### config.mk
export PLATFORM = sky130hd
export DESIGN_NAME = d_memory_bank
export DESIGN_NICKNAME = d
export VERILOG_FILES = /design/src/rtl/d_memory_bank_pkg.sv /design/src/rtl/dmem_byte_ram.sv /design/src/rtl/d_memory_bank.sv
export SDC_FILE = /design/constraint.sdc
export NUM_CORES = 2
export LEC_CHECK = 0
export ABC_AREA = 0
export CAP_MARGIN = 25
export CORE_AREA = 2 2 515 517
export DETAILED_ROUTE_END_ITERATION = 7
export DIE_AREA = 0 0 517 519
export DONT_BUFFER_PORTS = 1
export PLACE_DENSITY = 0.8
export SYNTH_ARGS = -nofsm -noshare
export SYNTH_HDL_FRONTEND = slang
export SYNTH_HIERARCHICAL = 1
export SYNTH_SLANG_ARGS = --single-unit
### constraint.sdc
create_clock -name clk -period 6.1 [get_ports clk]
set_input_delay 1.22 -clock clk [delete_from_list [all_inputs] [get_ports clk]]
set_output_delay 1.22 -clock clk [all_outputs]
set_load 0.005 [all_outputs]
### src/rtl/d_memory_bank_pkg.sv
// Shared definitions for the data memory bank: FSM encoding, lane sizing and
// read-latency parameter handling.
package d_memory_bank_pkg;

  localparam int unsigned STATE_W = 1;
  localparam logic [STATE_W-1:0] ST_INIT = 1'b0;
  localparam logic [STATE_W-1:0] ST_RUN  = 1'b1;

  localparam int unsigned BYTE_W = 8;

  // Only latencies of 1 and 2 exist in hardware; anything else collapses to 1.
  function automatic int unsigned eff_read_lat(input int unsigned lat);
    return (lat == 32'd2) ? 32'd2 : 32'd1;
  endfunction

  function automatic int unsigned lane_count(input int unsigned data_w);
    return data_w / BYTE_W;
  endfunction

endpackage

### src/rtl/dmem_byte_ram.sv
// Single-port word array with per-byte write enables and a registered read port.
module dmem_byte_ram
  import d_memory_bank_pkg::*;
#(
  parameter int unsigned LANES  = 2,
  parameter int unsigned ADDR_W = 8
) (
  input  logic                       clk,
  input  logic                       rst,
  input  logic                       re,
  input  logic [LANES-1:0]           we,
  input  logic [ADDR_W-1:0]          addr,
  input  logic [LANES*BYTE_W-1:0]    wdata,
  output logic [LANES*BYTE_W-1:0]    rdata
);

  localparam int unsigned DEPTH = 2 ** ADDR_W;

  logic [LANES-1:0][BYTE_W-1:0] mem [DEPTH];

  // Storage array carries no reset; the owner zero-fills it after reset.
  always_ff @(posedge clk) begin
    for (int i = 0; i < int'(LANES); i++) begin
      if (we[i]) begin
        mem[addr][i] <= wdata[i*BYTE_W +: BYTE_W];
      end
    end
  end

  // Read register only updates on an accepted read so the value is held between reads.
  always_ff @(posedge clk or posedge rst) begin
    if (rst) begin
      rdata <= '0;
    end else if (re) begin
      rdata <= mem[addr];
    end
  end

endmodule

### src/rtl/d_memory_bank.sv
// Data memory bank: zero-fill sequencer, byte-enable writes and a 1- or 2-cycle
// registered read pipeline behind a req/ready/rvalid handshake.
module d_memory_bank
  import d_memory_bank_pkg::*;
#(
  parameter int unsigned DATA_W   = 16,
  parameter int unsigned ADDR_W   = 8,
  parameter int unsigned READ_LAT = 1
) (
  input  logic                 clk,
  input  logic                 rst,
  input  logic                 req,
  input  logic                 we,
  input  logic [ADDR_W-1:0]    addr,
  input  logic [DATA_W/8-1:0]  be,
  input  logic [DATA_W-1:0]    wdata,
  input  logic                 clr,
  output logic                 ready,
  output logic                 rvalid,
  output logic [DATA_W-1:0]    rdata,
  output logic                 init_busy
);

  localparam int unsigned LANES = lane_count(DATA_W);
  localparam bit          LAT2  = (eff_read_lat(READ_LAT) == 32'd2);

  logic [STATE_W-1:0] state, state_nxt;
  logic [ADDR_W-1:0]  init_cnt, init_cnt_nxt;
  logic               init_busy_nxt;

  logic               accept;
  logic               rd_accept;
  logic [LANES-1:0]   ram_we;
  logic [ADDR_W-1:0]  ram_addr;
  logic [DATA_W-1:0]  ram_wdata;
  logic [DATA_W-1:0]  ram_q;
  logic               rd_v1;

  // clr takes priority over any request arriving in the same cycle.
  assign ready     = (state == ST_RUN) && !clr;
  assign accept    = req && ready;
  assign rd_accept = accept && !we;

  always_ff @(posedge clk or posedge rst) begin
    if (rst) begin
      state     <= ST_INIT;
      init_cnt  <= '0;
      init_busy <= 1'b1;
    end else begin
      state     <= state_nxt;
      init_cnt  <= init_cnt_nxt;
      init_busy <= init_busy_nxt;
    end
  end

  always_comb begin
    state_nxt    = state;
    init_cnt_nxt = init_cnt;
    case (state)
      ST_INIT: begin
        init_cnt_nxt = init_cnt + ADDR_W'(1);
        if (init_cnt == '1) begin
          state_nxt = ST_RUN;
        end
      end
      ST_RUN: begin
        if (clr) begin
          state_nxt    = ST_INIT;
          init_cnt_nxt = '0;
        end
      end
      default: begin
        state_nxt    = ST_INIT;
        init_cnt_nxt = '0;
      end
    endcase
    init_busy_nxt = (state_nxt == ST_INIT);
  end

  // Write port mux: the zero-fill owns the array during INIT.
  always_comb begin
    ram_we    = '0;
    ram_addr  = addr;
    ram_wdata = wdata;
    if (state == ST_INIT) begin
      ram_we    = '1;
      ram_addr  = init_cnt;
      ram_wdata = '0;
    end else if (accept && we) begin
      ram_we = be;
    end
  end

  dmem_byte_ram #(
    .LANES  (LANES),
    .ADDR_W (ADDR_W)
  ) u_ram (
    .clk   (clk),
    .rst   (rst),
    .re    (rd_accept),
    .we    (ram_we),
    .addr  (ram_addr),
    .wdata (ram_wdata),
    .rdata (ram_q)
  );

  always_ff @(posedge clk or posedge rst) begin
    if (rst) begin
      rd_v1 <= 1'b0;
    end else begin
      rd_v1 <= rd_accept;
    end
  end

  if (LAT2) begin : g_lat2
    logic              rvalid_q;
    logic [DATA_W-1:0] rdata_q;

    // Second stage captures only on a valid first stage so rdata holds between pulses.
    always_ff @(posedge clk or posedge rst) begin
      if (rst) begin
        rvalid_q <= 1'b0;
        rdata_q  <= '0;
      end else begin
        rvalid_q <= rd_v1;
        if (rd_v1) begin
          rdata_q <= ram_q;
        end
      end
    end

    assign rvalid = rvalid_q;
    assign rdata  = rdata_q;
  end else begin : g_lat1
    assign rvalid = rd_v1;
    assign rdata  = ram_q;
  end

endmodule

### Word-level counts from Yosys, hierarchy flattened

Memory sizes are Yosys's and may differ from the RTL's. A register that Yosys moved wholly into a read port is not among the register bits.
Cells that the tools add are included.

* mux-type cells: 13
* bitwise logic cells: 2
* equal/unequal tests: 2
* $add $sub $neg: 1
* reductions and logical operators: 6

Operator list (count)
* two-way mux 16 bit: 1
* two-way mux 8 bit: 2
* one-hot mux 8 bit (2 select lines): 1
* adder 8 x 1 -> 8 bit (second input constant): 1
* == test 8 bit (second input constant): 1
* two-way mux 1 bit: 6
* logical AND 1 bit: 4
* two-way mux 2 bit: 2
* zero test 1 bit: 2
* inequality test 2 bit (second input constant): 1
* inverter 1 bit: 2
* one-hot mux 1 bit (2 select lines): 1

* logic and storage cells: 29
* register bits after elaboration: 11
* memories: 1
* bits of input ports: 31
* RAM bits: 4096
* output and inout bits: 19

Memory list
* u_ram.mem: depth 256, width 16, rd ports 1, clocked after Yosys merged registers in 1, write ports 1, RTL line dmem_byte_ram.sv:19 `logic [LANES-1:0][BYTE_W-1:0] mem [DEPTH];`

### Depth between registers and ports, before layout

* word-level depth: 8
* gate-level depth with buffers: 15
* mapped depth without buffers: 9

### Cells and area by module

Netlist, hierarchy kept.

By module, submodules not included
* dmem_byte_ram: times used 1, cells each 7289, area an instance 158677.2 um^2
* d_memory_bank: times used 1, cells each 79, area an instance 750.7 um^2

### Worst setup path after synthesis

No wires, ideal clock.

* path kind: input -> register
* start point: in wdata[0]
* end point: mem u_ram/mem[0][0] (netlist name), data pin
* path buffers: 0
* cell stages on the path: 1
* slack: 784 ps
* arrival: 4447 ps
* library setup time: 869 ps
* cell sequence: and2_1

* cells in the longest elaborated chain, start to end: 1

Ends and longest elaborated chain
* start, declared: RTL line d_memory_bank.sv:16 `input logic [DATA_W-1:0] wdata,`
* two-way mux 16 bit: RTL line d_memory_bank.sv:85 `if (state == ST_INIT) begin`
* end, declared: RTL line dmem_byte_ram.sv:19

No other way between the ends.

### Final worst setup path

* start point: reg state
* end point: reg u_ram.rdata[9], read port of u_ram.mem

* elaborated cells on any way between the ends: 4
* those cells by class: mux: 1; reduce/logical: 3

RTL lines
* start, declared: RTL line d_memory_bank.sv:27 `logic [STATE_W-1:0] state, state_nxt;`
* start signal, assigned: RTL line d_memory_bank.sv:50 `state <= state_nxt;`
* two-way mux 8 bit: RTL line d_memory_bank.sv:85
* named net ram_addr[1]: RTL line d_memory_bank.sv:34 `logic [ADDR_W-1:0] ram_addr;`
* end, declared: RTL line dmem_byte_ram.sv:14 `output logic [LANES*BYTE_W-1:0] rdata`

The timed path passes the listed nets, and every way through them passes these cells.
A chain may end at the register's enable or synchronous reset.

==> impl_metrics.tcl <==
set metrics [dict create \
    outcome "complete, no violations" \
    finalSetupViolations 0 \
    max_cap_violations 0 \
    dp_hpwl_um 255000 \
    syn_inst 7368 \
    skew_ns 0.101 \
    finalMaxSlewViolations 0 \
    fill_cells 14967 \
    cts-root-buf "clkbuf_16" \
    p_leak_nw 43.9 \
    fmax_ghz 0.187 \
    rsz0062_at_grt "false" \
    synth_top_family_by_area "multiplexers" \
    tightest_slew_ns 1.33 \
    finalNetCount 7658 \
    wl_per_cell_um 39.2 \
    drtPass1Iterations 7 \
    dieArea_um2 268000 \
    yosys_warnings 6 \
    cp-endpoint "u_ram/rdata[9]$_DFFE_PP0P_" \
    hold_viol 0 \
    synth.avg_cell_area_um2 21.6 \
    cts_buffer_depth 4 \
    drtIter0Drc 15690 \
    cts_setup_buffers 0 \
    grt_pass1_vias 84140 \
    clkTransAtPathRegs_ns 0.07 \
    synth_fa_ha_area_frac 0.0000785 \
    grt_pass1_wl_um 636000 \
    cp.required_ns 6.99 \
    startpoint_type "register" \
    tritoncts "done" \
    reg2reg_depth 9 \
    post-route-util 0.675 \
    critPathLaunch "state$_DFF_PP0_" \
    fin_crit_ns 5.34 \
    asyncSetResetFlopFracSynth 0.00655 \
    yosys.area_share.simple 0.0260 \
    peakVddDrop_mv 0.421 \
    cts-buffers-inserted 395 \
    syn_to_final_growth_pct 11.5 \
    ioPinCount 50 \
    antenna_found_initial 26 \
    layout_common_cells "edfxtp_1, mux4_2, nor2_1" \
    synth_xor_area_frac 0.0000549 \
    synth_nets 7400 \
    arrival_ns 6.24 \
    post_cts_resized 0 \
    synth_edf_count 4096 \
    ant_nets 0 \
    totalWireLength_um 451000 \
    relSlewSlack 0.113 \
    initial_core_util 0.605 \
    drive_above_1_share 0.246 \
    portBuffers 0 \
    synth_cell_type_count 70 \
    r2r-start "state$_DFF_PP0_" \
    via_per_inst 7.34 \
    row_count 189 \
    synth-main-ff-cell "edfxtp_1" \
    cp-end-kind "register" \
    gp_congestion 0.897 \
    cts-hold-fix-buffers 0 \
    hp-class "input pin to async pin" \
    power.density_nw_per_um2 312 \
    grt_max_degree 225 \
    muxShareOfSynthArea 0.158 \
    cts_htree_levels 5 \
    grtUsageTotal 0.338 \
    r2r_slack_ns 0.76 \
    dr_total_vias 84502 \
    die_w_um 517 \
    die_h_um 519 \
    ys_seq_area_frac 0.776 \
    synth_compound_area_frac 0.0251 \
    clkLatencyLatePin_ns 0.98 \
    path_class "register to register" \
    core_area_um2 263000 \
    ys_ff_latch 4123 \
    syn_area_um2 159000 \
    tns_ns 0 \
    clock-sinks 4123 \
    post-route-period-util 0.876 \
    crit_fanout 60 \
    final_common_cell "edfxtp_1" \
    drc 0 \
    r2r_end "u_ram/rdata[9]$_DFFE_PP0P_" \
    grt_overflow_total 0 \
]
-- layout make-up --
class	count	area [µm²]	share of cell area
clock inverters	247	2550	0.0143
repair buffers	294	2930	0.0165
inverters	13	61.3	0.000345
diodes	32	80.1	0.000451
clock buffers	473	10400	0.0583
multi-input cells	2799	33700	0.189
well taps	3533	4420	0.0249
flip-flops and latches	4123	124000	0.696
-- metal layers --
| layer | track usage | wire length, µm |
|---|---|---|
| met1 | 0.430 | 140000 |
| met2 | 0.515 | 211000 |
| met3 | 0.103 | 64700 |
| met4 | 0.213 | 35700 |
| met5 | 0 | 156 |
-- cell families (layout without fill, tap and decap cells) --
kind of cell / Yosys count / count (layout)
DFF: 4123 / 4123
adders and majority gates: 1 / 1
other: 0 / 32
xor gates and xnor gates: 1 / 1
buffers and inverters: 446 / 1027
muxes: 1269 / 1269
AOI/OAI and AO/OA: 540 / 540
and+or+nand+nor: 988 / 988
-- sequential cells by signal, indices dropped and copies added (netlist names) --
name	flops
u_ram/mem	4096
u_ram/rdata	16
rvalid	1
state	1
init_cnt	8
init_busy	1
-- power by group --
group	switching [W]	internal, W	total [W]	leakage (nW)
Combinational	0.00000772	0.000000770	0.00000850	8.94
Sequential	0	0.0306	0.0306	28.6
Clock	0.0108	0.0141	0.0248	6.33
-- metrics by stage --
step	instance area, µm²	hold WS, ns	total power (W)	std cells	setup slack, ns
2_1_floorplan	159000	0.455	0.0313	7368	0.784
3_3_place_gp	164000	0.488	0.0313	10742	0.554
3_5_place_dp	165000	0.513	0.0313	10747	0.560
5_1_grt	178000	0.221	0.0565	11485	0.677
6_report	178000	0.199	0.0555	11514	0.755
4_1_cts	177000	0.159	0.0555	11467	0.615
-- synth_stat cells (all sizes together) (3+ instances only) --
library cell  instances  area share
a22o                 21      0.0012
nor2                581       0.014
a311o                 4     0.00025
or2                   4     0.00016
o211ai                7     0.00033
o22a                 21      0.0012
nand2               220      0.0052
a32o                  3     0.00019
a211oi               15     0.00071
edfxtp             4096        0.77
nor4                  5     0.00020
nand4                11     0.00043
mux2i               256       0.016
and3                  6     0.00024
a22oi               143      0.0067
nand3b                5     0.00024
o22ai                55      0.0022
o221ai               26      0.0014
a31oi                30      0.0012
o32ai                 3     0.00016
nor2b                15     0.00059
nand3                54      0.0017
a221oi               28      0.0015
o31ai                 5     0.00024
a21oi                66      0.0021
and4b                 3     0.00019
a311oi                3     0.00016
nor3                 39      0.0013
a32oi                59      0.0032
inv                  12     0.00028
o21ai                19     0.00060
or3                   8     0.00031
dfrtp                26      0.0041
a21o                  8     0.00038
a41oi                 7     0.00038
nand2b                5     0.00020
a2111oi               5     0.00031
clkbuf              151      0.0036
o2111ai               3     0.00016
and2                 20     0.00078
buf                 282       0.011
o32a                  5     0.00031
mux2                 10     0.00071
mux4               1003        0.14
-- worst min path at each step --
stage,from,end
after floorplan,init_cnt[7]$_DFFE_PP0N_,init_busy$_DFF_PP1_
after global placement,init_cnt[6]$_DFFE_PP0N_,init_cnt[6]$_DFFE_PP0N_
after detailed placement,init_cnt[6]$_DFFE_PP0N_,init_cnt[6]$_DFFE_PP0N_
after CTS,rst,rvalid$_DFF_PP0_
after global routing,rst,rvalid$_DFF_PP0_
final,rst,rvalid$_DFF_PP0_
-- critical path: stages, from the launching register on --
cell and delay (ns):
dfrtp_1 0.93, mux2_8 0.81, buf_4 0.56, mux4_2 0.31, o22a_1 0.16, o221ai_1 0.13
nor3_1 0.92, o221ai_1 0.61, or3_1 0.62, a41oi_1 0.24
(Power assumes the default switching activity.)
